`config.mk`:
```
export PLATFORM = sky130hd
export DESIGN_NAME = block_compare_seq
export DESIGN_NICKNAME = d
export VERILOG_FILES = /design/src/rtl/block_compare_seq.sv
export SDC_FILE = /design/constraint.sdc
export NUM_CORES = 1
export LEC_CHECK = 0
export ABC_AREA = 1
export CAP_MARGIN = 10
export CORE_MARGIN = 5
export CORE_UTILIZATION = 40
export DETAILED_ROUTE_END_ITERATION = 7
export PLACE_DENSITY = 0.8
export SLEW_MARGIN = 20
export SYNTH_ARGS = -nofsm -noshare
export SYNTH_HDL_FRONTEND = slang
export SYNTH_SLANG_ARGS = --single-unit
export TNS_END_PERCENT = 5
```
`constraint.sdc`:
```
create_clock -name clk -period 3.1 [get_ports clk]
set_input_delay 0.62 -clock clk [delete_from_list [all_inputs] [get_ports clk]]
set_output_delay 0.62 -clock clk [all_outputs]
set_load 0.01 [all_outputs]
```
`src/rtl/block_compare_seq.sv`:
```
// block_compare_seq
// -----------------------------------------------------------------------------
// Sequencer for the Z80 block-compare instructions CPI, CPD, CPIR and CPDR.
// It fetches one byte per iteration over a req/ack memory port. It then uses
// the external ALU adder for three operations: the A - (HL) compare, the HL
// step and the BC decrement. When the sequence finishes it presents the final
// HL, BC and F values.
//
// Optional feature: define BLOCK_CMP_IRQ_EN to let a pending interrupt break
// a repeating instruction after the current iteration. In that case the
// sequencer finishes with rewind = 1 so that the decoder re-executes the
// instruction.
//
// Ports:
//   clk, reset         clock; asynchronous active-high reset
//   start, mode        start pulse (IDLE only); mode[0] = decrement HL,
//                      mode[1] = repeat
//   a_in, hl_in,       register values latched on start
//   bc_in, f_in        (only f_in[0], the carry, is used)
//   irq_pending        interrupt pending (used only with BLOCK_CMP_IRQ_EN)
//   mem_req/addr/ack/  byte read port; data is valid in the ack cycle
//   mem_data
//   add_a/b/opp/size   adder operands: opp 1 = subtract, size 1 = 16-bit
//   add_out, add_flags adder result and flags (SZXHXPNC)
//   busy, done         busy from the cycle after start through DONE;
//                      done is a one-cycle completion pulse
//   hl_out, bc_out,    final register values, updated on entry to DONE
//   f_out
//   rewind             valid with done: the decoder must re-execute (PC -= 2)
module block_compare_seq #(
  parameter int ADDR_W = 16
) (
  input  logic              clk,
  input  logic              reset,
  input  logic              start,
  input  logic [1:0]        mode,
  input  logic [7:0]        a_in,
  input  logic [ADDR_W-1:0] hl_in,
  input  logic [ADDR_W-1:0] bc_in,
  input  logic [7:0]        f_in,
  input  logic              irq_pending,
  output logic              mem_req,
  output logic [ADDR_W-1:0] mem_addr,
  input  logic              mem_ack,
  input  logic [7:0]        mem_data,
  output logic [15:0]       add_a,
  output logic [15:0]       add_b,
  output logic              add_opp,
  output logic              add_size,
  input  logic [15:0]       add_out,
  input  logic [7:0]        add_flags,
  output logic              busy,
  output logic              done,
  output logic [ADDR_W-1:0] hl_out,
  output logic [ADDR_W-1:0] bc_out,
  output logic [7:0]        f_out,
  output logic              rewind
);

  typedef enum logic [2:0] {
    S_IDLE  = 3'd0,
    S_READ  = 3'd1,
    S_CMP   = 3'd2,
    S_HLUPD = 3'd3,
    S_BCDEC = 3'd4,
    S_DONE  = 3'd5
  } state_e;

  state_e            state_q, state_d;
  logic [7:0]        a_q, a_d;
  logic [ADDR_W-1:0] hl_q, hl_d;
  logic [ADDR_W-1:0] bc_q, bc_d;
  logic              c_q, c_d;
  logic [1:0]        mode_q, mode_d;
  logic [7:0]        byte_q, byte_d;
  // Compare flags kept from the CMP step: {S, Z, bit5, H, bit3}.
  logic [4:0]        cmpf_q, cmpf_d;
  logic [ADDR_W-1:0] hl_out_q, hl_out_d;
  logic [ADDR_W-1:0] bc_out_q, bc_out_d;
  logic [7:0]        f_out_q, f_out_d;
  logic              rewind_q, rewind_d;

  logic              pv_s;
  logic              repeat_s;
  logic              irq_stop_s;
  logic [7:0]        f_new_s;
  logic              unused_s;

`ifdef BLOCK_CMP_IRQ_EN
  assign irq_stop_s = irq_pending;
  assign unused_s   = ^{f_in[7:1], add_flags[2:0]};
`else
  assign irq_stop_s = 1'b0;
  assign unused_s   = ^{f_in[7:1], add_flags[2:0], irq_pending};
`endif

  assign mem_req  = (state_q == S_READ);
  assign mem_addr = hl_q;
  assign busy     = (state_q != S_IDLE);
  assign done     = (state_q == S_DONE);
  assign hl_out   = hl_out_q;
  assign bc_out   = bc_out_q;
  assign f_out    = f_out_q;
  assign rewind   = rewind_q;

  // Next-state, adder drive and register-update logic.
  always_comb begin
    state_d  = state_q;
    a_d      = a_q;
    hl_d     = hl_q;
    bc_d     = bc_q;
    c_d      = c_q;
    mode_d   = mode_q;
    byte_d   = byte_q;
    cmpf_d   = cmpf_q;
    hl_out_d = hl_out_q;
    bc_out_d = bc_out_q;
    f_out_d  = f_out_q;
    rewind_d = 1'b0;
    add_a    = 16'h0000;
    add_b    = 16'h0000;
    add_opp  = 1'b0;
    add_size = 1'b0;
    pv_s     = 1'b0;
    repeat_s = 1'b0;
    f_new_s  = 8'h00;
    case (state_q)
      S_IDLE: begin
        if (start) begin
          a_d     = a_in;
          hl_d    = hl_in;
          bc_d    = bc_in;
          c_d     = f_in[0];
          mode_d  = mode;
          state_d = S_READ;
        end else begin
          state_d = S_IDLE;
        end
      end
      S_READ: begin
        if (mem_ack) begin
          byte_d  = mem_data;
          state_d = S_CMP;
        end else begin
          state_d = S_READ;
        end
      end
      S_CMP: begin
        add_a   = {8'h00, a_q};
        add_b   = {8'h00, byte_q};
        add_opp = 1'b1;
        cmpf_d  = {add_flags[7], add_flags[6], add_flags[5], add_flags[4], add_flags[3]};
        state_d = S_HLUPD;
      end
      S_HLUPD: begin
        add_a    = 16'(hl_q);
        add_b    = 16'h0001;
        add_opp  = mode_q[0];
        add_size = 1'b1;
        hl_d     = add_out[ADDR_W-1:0];
        state_d  = S_BCDEC;
      end
      S_BCDEC: begin
        add_a    = 16'(bc_q);
        add_b    = 16'h0001;
        add_opp  = 1'b1;
        add_size = 1'b1;
        bc_d     = add_out[ADDR_W-1:0];
        pv_s     = (add_out[ADDR_W-1:0] != '0);
        f_new_s  = {cmpf_q, pv_s, 1'b1, c_q};
        // Keep repeating only while no match has occurred and the count is nonzero.
        repeat_s = mode_q[1] & ~cmpf_q[3] & pv_s;
        if (repeat_s && !irq_stop_s) begin
          state_d = S_READ;
        end else begin
          // Commit the completed iteration; an interrupt break asks for a re-execute.
          hl_out_d = hl_q;
          bc_out_d = add_out[ADDR_W-1:0];
          f_out_d  = f_new_s;
          rewind_d = repeat_s & irq_stop_s;
          state_d  = S_DONE;
        end
      end
      S_DONE: begin
        state_d = S_IDLE;
      end
      default: begin
        state_d = S_IDLE;
      end
    endcase
  end

  // State and datapath registers; reset aborts any operation without a done pulse.
  always_ff @(posedge clk or posedge reset) begin
    if (reset) begin
      state_q  <= S_IDLE;
      a_q      <= 8'h00;
      hl_q     <= '0;
      bc_q     <= '0;
      c_q      <= 1'b0;
      mode_q   <= 2'b00;
      byte_q   <= 8'h00;
      cmpf_q   <= 5'b00000;
      hl_out_q <= '0;
      bc_out_q <= '0;
      f_out_q  <= 8'h00;
      rewind_q <= 1'b0;
    end else begin
      state_q  <= state_d;
      a_q      <= a_d;
      hl_q     <= hl_d;
      bc_q     <= bc_d;
      c_q      <= c_d;
      mode_q   <= mode_d;
      byte_q   <= byte_d;
      cmpf_q   <= cmpf_d;
      hl_out_q <= hl_out_d;
      bc_out_q <= bc_out_d;
      f_out_q  <= f_out_d;
      rewind_q <= rewind_d;
    end
  end

endmodule
```
# After elaboration in Yosys (flattened, before gate mapping)
# Cells that the tools add are included.
# word_totals
in_bits	87
output_inout_bits	94
word_cells	45
reg_bits	99
# op_classes
eq_ne	6
reduce_logical	12
bitwise	4
mux	12
# ops
cell	count
$pmux 16 s2	2
$pmux 16 s3	1
$mux 16	2
$pmux 8 s2	1
$reduce_bool 16->1	1
$pmux 3 s5	1
$reduce_and 2->1	5
$eq 3x2->1 const B	2
$eq 3x3->1 const B	2
$reduce_bool 2->1	2
$reduce_or 2->1	2
$eq 3x1->1 const B	1
$logic_not 3->1	1
$mux 3	1
$reduce_bool 3->1	1
$and 1x1->1	2
$mux 1	2
$mux 2	1
$ne 2x2->1 const B	1
$not 1->1	2
$pmux 1 s2	1

# Logic depth before layout (Yosys ltp)
# depth
depth_word	5
mapped_depth	9
mapped_depth_nobuf	7

# Worst setup path before layout
# No wires, ideal clock.
# synth_path
path_kind	reg2out
startpoint	reg state_q[2]
endpoint	out add_b[1]
arrival_ps	1262
slack_ps	1218
required_time_ps	2480
stages_incl_launch_ff	7
n_path_buf	1
cell_sequence	dfrtp_1 inv_1 nand2_1 nor2_1 inv_1 buf_2 nor2_1
# synth_via
elab_chain_len	3
elab_cells_between_ends	5
cone_classes	3 x eq/ne; 1 x mux; 1 x reduce/logical
# synth_rtl
item	line	rtl
from (decl)	69	state_e state_q, state_d;
from (signal assigned)	209	state_q <= state_d;
$eq 3x3->1 / $eq 3x2->1 (equally long branches)	127	case (state_q)
$reduce_or 2->1 (no line)	--	
$pmux 8 s2 *	127	
to (decl)	47	output logic [15:0] add_b,
# Every way passes the cells marked *; elsewhere a longest branch is shown, timed or not.

# Worst setup path in the final report
# layout_path
startpoint	reg state_q[0]
endpoint	out add_a[15]
# layout_via
elab_chain_len	2
elab_cells_between_ends	4
cone_classes	3 x eq/ne; 1 x mux
# layout_rtl
item	line	rtl
$eq 3x3->1 / $eq 3x2->1 (equally long branches)	127	
$pmux 16 s3 *	127	
to (decl)	46	output logic [15:0] add_a,
# Marked as above.

==> results.cfg <==
[setup_path]
required_ns = 2.48
cpMaxStageDelayCell = clkdlybuf4s50_1
critPathArrivalTime_ns = 2.27
critical-path-max-stage-delay_ns = 0.61
reg2reg_to = bc_out[4]
crit_buf_inv = 2
crit_start = state_q[0]
rr_worst_depth = 6
reg2reg_from = state_q[0]
reg2reg_slack_ns = 0.58
end_kind = primary output
path_depth = 6
critical_path.max_fanout = 44
cp-start-kind = register
cp_top_family = buffers and inverters
endpoint = add_a[15]
crit_chain = nor2_4, nand2_4, inv_6, nand2_1, o21ai_0, clkdlybuf4s50_1
crit_type = register to primary output

[floorplan]
fp.dieW_um = 118
start_util = 0.408
io_pins = 181
core-area_um2 = 11500
die-area_um2 = 14000
rows = 39
die_h_um = 118

[cts]
cts_setup_buffers = 0
htree_levels = 3
clk_latency_ns = 0.34
clock_path_buffers = 2
cts_sinks = 99
cts_tree = built
cts_buffers = 9
cts-root-buf = clkbuf_16
clk_pin_slew_worst_paths_ns = 0.06

[global_routing]
grt_start_max_net_pins = 100
antenna_found_initial = 0
grt-ovfl-total = 0
grt_pass1_vias = 4273
track_usage = 0.201
grt_pass1_wl_um = 22700

[power]
power_frac_clock = 0.178
pwr-share-seq = 0.354
max-vdd-ir-drop_v = 0.000421
p_leak_uw = 0.00313
switching_share = 0.375
powerDensity_nw_per_um2 = 975
intPower_uw = 4050
comb_power_share = 0.468
p_sw_uw = 2430

[timing]
tightest_slew_ns = 1.04
tns_ns = 0
timing.final.crit_share = 0.931
finalHoldViolCount = 0
setup_viol = 0
rsz0062_at_grt = no
fin_ws_ns = 0.215
fin_skew_ns = 0.00542
relSlewSlack = 0.305
finalCriticalPeriod_ns = 2.89
fmax_mhz = 347
slew_viol_final = 0
timing.hold.ws_ns = 0.487

[logic_synthesis]
synth_cell_types = 24
netlist_instances = 571
synth-seq-area-share = 0.529
yosysTopAreaCell = dfrtp_1
async_flop_share = 1.00
yosys_register_bits = 99
syn_area_um2 = 4680
synthTopCellsByArea = dfrtp_1, nand2_1, nand3_1
ys.flop_type = dfrtp_1
avgSynthCellArea_um2 = 8.20
synth_top_area_frac = 0.529
synth-edff-count = 0
yosysWarnings = 0

[finish]
drive_gt1_frac = 0.0542
n_fill_cell = 1026
layout_commonest_cell = clkdlybuf4s50_1
syn_to_final_growth_pct = 41.7
diodes = 0
layout_common_cells = clkdlybuf4s50_1, nand2_1, dfrtp_1
num-nets-final = 802

[detailed_routing]
vias = 4382
vias_per_cell = 5.08
wire_per_inst_um = 16.7
drt-initial-drc-count = 444
drc = 0
drt-total-wl_um = 14400
antenna_left = 0
dr.pass1.iters = 5

[run_status]
run_status = finished, final reports clean

[placement]
numPortBuffers = 160
gp_congestion = 0.940
pre_cts_ws_ns = 0.291
dp_hpwl_um = 10700

[flow_run]
cap_violations = 0

[worst_hold_path]
hold_start = bc_q[13]
hold_class = register to register
==> worst min-delay path by stage <==
| stage | endpoint | slack, ns | depth (start not counted) |
|---|---|---|---|
| global route | cmpf_q[4] | 0.52 | 2 |
| finish | bc_q[13] | 0.49 | 2 |
| floorplan | cmpf_q[0] | 0.44 | 2 |
| global placement | cmpf_q[2] | 0.46 | 2 |
| CTS | cmpf_q[0] | 0.49 | 2 |
| detailed placement | cmpf_q[0] | 0.47 | 2 |
==> per-stage QoR <==
step	power (uW)	instance area [um2]	util	std cells
finish	6470	6630	0.579	863
global route	6910	6630	0.579	863
CTS	6510	6630	0.578	863
detailed placement	5330	6320	0.551	847
global placement	5210	6320	0.551	847
floorplan	3840	4720	-	579
==> logic make-up after synthesis <==
group | count (synthesis) | synth area share
mux | 9 | 0.0216
other cells | 1 | 0.000801
compound gates | 95 | 0.109
buf+inv | 100 | 0.101
flops | 99 | 0.529
simple gates | 267 | 0.239
==> power by group through the flow <==
stage          clock network [uW]  registers (uW)  logic [uW]
6_report                     1150            2290        3030
5_1_grt                      1220            2360        3330
4_1_cts                      1180            2290        3050
3_5_place_dp                    0            2310        3020
3_3_place_gp                    0            2280        2940
2_1_floorplan                   0            2370        1470
==> metal layers <==
| layer | vias to the layer above | wire, um | track usage |
|---|---|---|---|
| met3 | 25 | 1010 | 0.0468 |
| met1 | 2064 | 6380 | 0.281 |
| met4 | 0 | 476 | 0.0982 |
| met5 | - | 0 | 0 |
| met2 | 182 | 6500 | 0.294 |
| li1 | 2111 | - | - |
==> worst min-delay path: stages (launching register included) <==
cell and delay, ns:
dfrtp_1 0.34, nand2_1 0.05, o21ai_0 0.06
==> cell type report <==
type                       instances  area (um2)  area share
tap                              143         179      0.0270
timing repair buffer             169        1680       0.253
inverter                          56         219      0.0330
sequential                        99        2480       0.373
clock buffer                      15         278      0.0419
multi-input combinational        380        1770       0.267
clock inverter                     1        30.0     0.00453
==> sequential cells by signal, summed over array words and instances (netlist names) <==
signal    count
hl_out       16
state_q       3
mode_q        2
byte_q        8
bc_q         16
mem_addr     16
cmpf_q        5
f_out         8
a_q           8
c_q           1
bc_out       16
==> synthesized netlist by cell type (2+ instances only) <==
master and n:
nand2_1 147, dfrtp_1 99, nand3_1 78, o21ai_0 63
inv_1 55, nor2_1 38, buf_2 19, a21oi_1 15
buf_4 12, mux2_2 9, clkbuf_1 8, o211ai_1 6
o21ai_1 5, o221ai_1 4, buf_6 3, clkbuf_2 2
==> repair_timing <==
action | CTS | global route
resized for setup | 1 | 2
setup endpoints to repair | 9 | 17
hold buffers | 0 | 0
hold endpoints to repair | 0 | 0
Note: power is estimated with default switching activity, not from simulation.
